File: src/rtl/dmx_pkg.sv
// Shared types and constants for the DMX512 universe transmitter.
package dmx_pkg;

    typedef enum logic [2:0] {
        ST_IDLE,
        ST_BREAK,
        ST_MAB,
        ST_FRAME,
        ST_FINISH
    } dmx_state_t;

    localparam logic [7:0] DMX_START_CODE = 8'h00;
    localparam int         DMX_FRAME_BITS = 11;
    localparam int         DMX_MAX_SLOTS  = 512;

    // Largest of three values; sizes the shared bit-index counter.
    function automatic int max3(input int a, input int b, input int c);
        int m;
        m = (a > b) ? a : b;
        return (m > c) ? m : c;
    endfunction

endpackage

File: src/rtl/dmx_bit_timer.sv
// Bit-time divider: counts CLKS_PER_BIT clocks and flags the last cycle of each bit.
// Held at zero while cleared; load restarts the current bit time from its first cycle.
module dmx_bit_timer #(
    parameter int CLKS_PER_BIT = 200
) (
    input  logic clk,
    input  logic reset,
    input  logic clear,
    input  logic load,
    output logic bit_tick
);

    localparam int                CNT_W = $clog2(CLKS_PER_BIT);
    localparam logic [CNT_W-1:0]  LAST  = CNT_W'(CLKS_PER_BIT - 1);

    logic [CNT_W-1:0] cnt;

    // Free-running bit counter that wraps at every bit boundary.
    always_ff @(posedge clk) begin
        // NOTE: reset is synchronous, so it is just the highest-priority branch of the clocked block.
        if (reset || clear || load) begin
            cnt <= '0;
        end else if (cnt == LAST) begin
            cnt <= '0;
        end else begin
            cnt <= cnt + CNT_W'(1);
        end
    end

    assign bit_tick = !clear && (cnt == LAST);

endmodule

File: src/rtl/dmx_universe_tx.sv
// DMX512 packet transmitter: break, MAB, NULL start code, then slot data
// prefetched one byte ahead from the universe RAM.
module dmx_universe_tx
    import dmx_pkg::*;
#(
    parameter int CLKS_PER_BIT = 200,
    parameter int BREAK_BITS   = 25,
    parameter int MAB_BITS     = 3,
    parameter int MAX_SLOTS    = DMX_MAX_SLOTS
) (
    input  logic                         clk,
    input  logic                         reset,
    input  logic                         start,
    input  logic [31:0]                  slot_count,
    output logic                         mem_rd_en,
    output logic [$clog2(MAX_SLOTS)-1:0] mem_addr,
    input  logic [7:0]                   mem_rdata,
    output logic                         dmx_tx,
    output logic                         dmx_tx_en,
    output logic                         busy,
    output logic                         done
);

    localparam int ADDR_W    = $clog2(MAX_SLOTS);
    localparam int BIT_CNT_W = $clog2(max3(BREAK_BITS, MAB_BITS, DMX_FRAME_BITS));

    localparam logic [BIT_CNT_W-1:0] BREAK_LAST = BIT_CNT_W'(BREAK_BITS - 1);
    localparam logic [BIT_CNT_W-1:0] MAB_LAST   = BIT_CNT_W'(MAB_BITS - 1);
    localparam logic [BIT_CNT_W-1:0] D7_IDX     = BIT_CNT_W'(8);
    localparam logic [BIT_CNT_W-1:0] FRAME_LAST = BIT_CNT_W'(DMX_FRAME_BITS - 1);
    localparam logic [9:0]           SLOT_CAP   = 10'(MAX_SLOTS);

    dmx_state_t           state;
    logic [BIT_CNT_W-1:0] bit_cnt;     // bit index within the current phase or slot
    logic [9:0]           slot_cnt;    // slot being sent, 0 = start code
    logic [9:0]           count_q;     // clamped number of data slots
    logic [9:0]           shift_q;     // remaining slot bits, LSB goes out next
    logic [7:0]           hold_q;      // prefetched byte for the next slot
    logic                 rd_pending;  // RAM data arrives this cycle
    logic                 bit_tick;
    logic                 timer_clear;
    logic                 timer_load;

    assign timer_clear = (state == ST_IDLE) || (state == ST_FINISH);
    assign timer_load  = (state == ST_IDLE) && start;

    dmx_bit_timer #(
        .CLKS_PER_BIT(CLKS_PER_BIT)
    ) u_bit_timer (
        .clk     (clk),
        .reset   (reset),
        .clear   (timer_clear),
        .load    (timer_load),
        .bit_tick(bit_tick)
    );

    // Packet sequencer: owns the line, the slot shifter, the prefetch and all status outputs.
    always_ff @(posedge clk) begin
        if (reset) begin
            state      <= ST_IDLE;
            bit_cnt    <= '0;
            slot_cnt   <= '0;
            count_q    <= '0;
            shift_q    <= '1;
            hold_q     <= '0;
            rd_pending <= 1'b0;
            dmx_tx     <= 1'b1;
            dmx_tx_en  <= 1'b0;
            busy       <= 1'b0;
            done       <= 1'b0;
            mem_rd_en  <= 1'b0;
            mem_addr   <= '0;
        end else begin
            // NOTE: strobes get a default here and are overridden below, so they self-clear after one cycle.
            mem_rd_en  <= 1'b0;
            done       <= 1'b0;
            rd_pending <= mem_rd_en;
            if (rd_pending) begin
                hold_q <= mem_rdata;
            end

            unique case (state)
                ST_IDLE: begin
                    if (start) begin
                        count_q   <= (slot_count > 32'(MAX_SLOTS)) ? SLOT_CAP : slot_count[9:0];
                        state     <= ST_BREAK;
                        bit_cnt   <= '0;
                        busy      <= 1'b1;
                        dmx_tx_en <= 1'b1;
                        dmx_tx    <= 1'b0;
                    end
                end

                ST_BREAK: begin
                    if (bit_tick) begin
                        if (bit_cnt == BREAK_LAST) begin
                            state   <= ST_MAB;
                            bit_cnt <= '0;
                            dmx_tx  <= 1'b1;
                        end else begin
                            bit_cnt <= bit_cnt + BIT_CNT_W'(1);
                        end
                    end
                end

                ST_MAB: begin
                    if (bit_tick) begin
                        if (bit_cnt == MAB_LAST) begin
                            state    <= ST_FRAME;
                            bit_cnt  <= '0;
                            slot_cnt <= '0;
                            dmx_tx   <= 1'b0;
                            shift_q  <= {2'b11, DMX_START_CODE};
                        end else begin
                            bit_cnt <= bit_cnt + BIT_CNT_W'(1);
                        end
                    end
                end

                ST_FRAME: begin
                    if (bit_tick) begin
                        if (bit_cnt == FRAME_LAST) begin
                            if (slot_cnt == count_q) begin
                                state     <= ST_FINISH;
                                busy      <= 1'b0;
                                dmx_tx_en <= 1'b0;
                                done      <= 1'b1;
                                dmx_tx    <= 1'b1;
                            end else begin
                                slot_cnt <= slot_cnt + 10'd1;
                                bit_cnt  <= '0;
                                dmx_tx   <= 1'b0;
                                shift_q  <= {2'b11, hold_q};
                            end
                        end else begin
                            dmx_tx  <= shift_q[0];
                            shift_q <= {1'b1, shift_q[9:1]};
                            bit_cnt <= bit_cnt + BIT_CNT_W'(1);
                            // Fetch the next slot's byte as this slot enters its first stop bit.
                            if (bit_cnt == D7_IDX && slot_cnt < count_q) begin
                                mem_rd_en <= 1'b1;
                                mem_addr  <= slot_cnt[ADDR_W-1:0];
                            end
                        end
                    end
                end

                ST_FINISH: begin
                    state <= ST_IDLE;
                end

                default: begin
                    state <= ST_IDLE;
                end
            endcase
        end
    end

endmodule

File: config.mk
export PLATFORM = sky130hd
export DESIGN_NAME = dmx_universe_tx
export DESIGN_NICKNAME = d
export VERILOG_FILES = /design/src/rtl/dmx_pkg.sv /design/src/rtl/dmx_bit_timer.sv /design/src/rtl/dmx_universe_tx.sv
export SDC_FILE = /design/constraint.sdc
export NUM_CORES = 1
export LEC_CHECK = 0
export CAP_MARGIN = 10
export CELL_PAD_IN_SITES_DETAIL_PLACEMENT = 0
export CELL_PAD_IN_SITES_GLOBAL_PLACEMENT = 1
export CORE_MARGIN = 3
export CORE_UTILIZATION = 44
export CTS_BUF_LIST = sky130_fd_sc_hd__clkbuf_2 sky130_fd_sc_hd__clkbuf_4 sky130_fd_sc_hd__clkbuf_8
export DETAILED_ROUTE_END_ITERATION = 7
export PLACE_DENSITY_LB_ADDON = 0.1
export SLEW_MARGIN = 20
export SYNTH_ARGS = -nofsm -noshare
export SYNTH_HDL_FRONTEND = slang
export SYNTH_HIERARCHICAL = 1
export SYNTH_SLANG_ARGS = --single-unit
File: constraint.sdc
create_clock -name clk -period 5.7 [get_ports clk]
set_input_delay 1.425 -clock clk [delete_from_list [all_inputs] [get_ports clk]]
set_output_delay 1.425 -clock clk [all_outputs]
set_load 0.02 [all_outputs]
==> qor.yml <==
placed_design:
  dpl.hpwl_mm: 5.797
  dpl_cell_area_um2: 3969
  dp.cells: 549
  place_ws_ns: 2.252
  io_buffers: 56
  gp_congestion: 0.7703
sta:
  rsz0062_at_grt: "no"
  max-slew-margin-rel: 0.3269
  setup_viol: 0
  fin_tns_setup_ns: 0
  min_period_ns: 3.076
  slew_violations: 0
  fin_crit_sh: 0.5396
  fmax_mhz: 325.1
  tightest_slew_ns: 1.007
  hold_slack_ns: 0.4519
  fin_skew_ns: 0.01155
  fin_ws_ns: 2.624
  hold_viol: 0
pwr:
  pwr-share-clk: 0.397
  p_sw_mw: 0.2071
  power_mw: 0.8921
  power_frac_seq: 0.525
  p_leak_nw: 1.473
  internal_power_mw: 0.6850
  switching_share: 0.2321
  vdd_drop_max_v: 0.0001019
  power_per_cell_area_nw_per_um2: 215.3
  p_comb_frac: 0.078
clock_tree:
  tritoncts: "built"
  clkTransAtPathRegs_ns: 0.06
  h-tree-depth: 3
  cts.sinks: 66
  cts-hold-fix-buffers: 0
  clk_latency_ns: 0.34
  cts_resized: 0
  cts_buffers: 9
  cts-root-buf: "clkbuf_8"
  cts_buffer_depth: 2
  post-cts-setup-buffers: 0
worst_setup_path:
  end_kind: "register"
  slowest_delay_ns: 0.72
  critPathRequiredTime_ns: 5.96
  start_kind: "input port"
  cp_max_fo: 8
  crit_start: "slot_count[3]"
  crit_path_frequent_cell: "nand3_1"
  arrival_ns: 3.34
  reg2regPathDepth: 7
  path_class: "input port to register"
  cp-endpoint: "count_q[5]"
  slowest_stage: "a211oi_1"
  r2r_end: "bit_cnt[2]"
  crit_chain: "clkdlybuf4s50_1, nor4_1, nand3_1, a211oi_1, nand3_1, a21oi_1"
  cp.buffers_inverters: 1
  path_depth: 6
  r2r-start: "bit_cnt[0]"
  ff2ff_setup_slack_ns: 2.95
  cp_top_family: "compound AO/OA/AOI/OAI gates"
synth:
  syn_nets: 476
  syn_inst: 418
  seq_area_frac_synth: 0.3902
  ys_top_cells_by_area: "dfxtp_1 39%, a21oi_1 7.4%, ha_1 5.5%"
  synth_edf_count: 0
  ys_warn_count: 6
  synth_top_area_frac: 0.3902
  avgSynthCellArea_um2: 8.100
  synth_area_leader_cell: "dfxtp_1"
  synth_cell_types: 51
  yosys_most_used_dff: "dfxtp_1"
  synth-seq-cells: 66
  synthesis.area_um2: 3386
  async_reset_ff_frac: 0
floorplan:
  die_w_um: 93.72
  fp.dieH_um: 93.72
  start_util: 0.4594
  pin_count: 57
  core_region_area_um2: 7370
  die_area_um2: 8783
  rows: 31
global_route:
  grt_pass1_vias: 2900
  overflow: 0
  antenna_found_initial: 0
  grt_max_degree: 37
  grtUsageTotal: 0.1885
  grt_pass1_wl_mm: 13.30
route:
  vias: 3103
  wl_per_cell_um: 14.22
  wl_mm: 8.032
  firstDrtPassIters: 4
  antenna_left: 0
  drc: 0
  via_per_inst: 5.492
  drt_iter0_markers: 129
final_layout:
  fin_nets: 519
  final_cell_mix: "66 x dfxtp_1, 55 x clkdlybuf4s50_1, 50 x a21oi_1"
  final_common_cell: "dfxtp_1"
  utilization: 0.5623
  final_cells: 565
  syn2layout_area_growth_pct: 22.39
  stdcell_area_um2: 4144
  antenna_cells: 0
  drive_gt1_frac: 0.07725
  nFillCells: 692
outcome:
  status: "finished, final reports clean"
hold_path:
  hp-start: "count_q[5]"
  worstHoldPathType: "register to register"
run:
  drv_cap: 0
power by group through the flow:
stage	Sequential (mW)	Clock [mW]	Combinational [mW]
6_report	0.468	0.354	0.0698
5_1_grt	0.468	0.379	0.0763
4_1_cts	0.468	0.364	0.0700
3_5_place_dp	0.479	0	0.0697
3_3_place_gp	0.479	0	0.0694
2_1_floorplan	0.478	0	0.0307
area by class of cell:
type / count / area (µm²) / area share
Multi-Input combinational cell: 305 / 1878 / 0.4532
Sequential cell: 66 / 1321 / 0.3188
Timing Repair Buffer: 57 / 563.0 / 0.1359
Clock buffer: 13 / 160.2 / 0.03865
Tap cell: 99 / 123.9 / 0.02989
Inverter: 22 / 82.58 / 0.01993
Clock inverter: 3 / 15.01 / 0.003623
cells by family (layout without fill, tap and decap cells):
kind of cell / Yosys count / after routing / synth area share
AND/OR/NAND/NOR: 171 / 171 / 0.2690
XOR/XNOR: 4 / 4 / 0.01035
buffers and inverters: 47 / 95 / 0.05506
flip-flops: 66 / 66 / 0.3902
adder cells (fa/ha/maj): 15 / 15 / 0.05543
AO/OA/AOI/OAI: 100 / 100 / 0.1755
multiplexers: 15 / 15 / 0.04434
sequential cells by signal (all words and copies together) (netlist names):
register	flops
done	1
bit_cnt	5
mem_addr	9
count_q	10
mem_rd_en	1
u_bit_timer/cnt	8
dmx_tx	1
state	3
hold_q	8
shift_q	8
slot_cnt	10
busy	1
rd_pending	1
Yosys cell counts (5+ instances only):
cell / instances
nor4_1: 9
nand4_1: 5
buf_2: 5
mux2i_1: 15
a21oi_1: 50
clkbuf_1: 16
or2_2: 6
ha_1: 15
nor2_1: 44
dfxtp_1: 66
or4_1: 7
nand2_1: 26
inv_1: 22
nand3_1: 32
o21ai_0: 23
nor3_1: 12
metal layers:
metal | global-route usage | vias up | routed length [µm] | share of wire
li1 | - | 1584 | - | -
met4 | 0.07822 | 0 | 165 | 0.021
met1 | 0.2598 | 1417 | 3952 | 0.49
met5 | 0 | - | 0 | 0
met2 | 0.2862 | 86 | 3523 | 0.44
met3 | 0.03846 | 16 | 391 | 0.049
worst min-delay path by stage:
stage | endpoint | depth (start not counted)
2_1_floorplan | count_q[1] | 2
3_3_place_gp | count_q[0] | 2
3_5_place_dp | count_q[1] | 2
4_1_cts | count_q[1] | 2
5_1_grt | count_q[3] | 2
6_report | count_q[5] | 2
worst min-delay path, delay by kind of cell (launching register included):
family           cells  cell delay [ns]
flip-flops           1             0.31
AO/OA/AOI/OAI        1             0.05
AND/OR/NAND/NOR      1             0.05
Note: power is estimated with default switching activity, not from simulation.
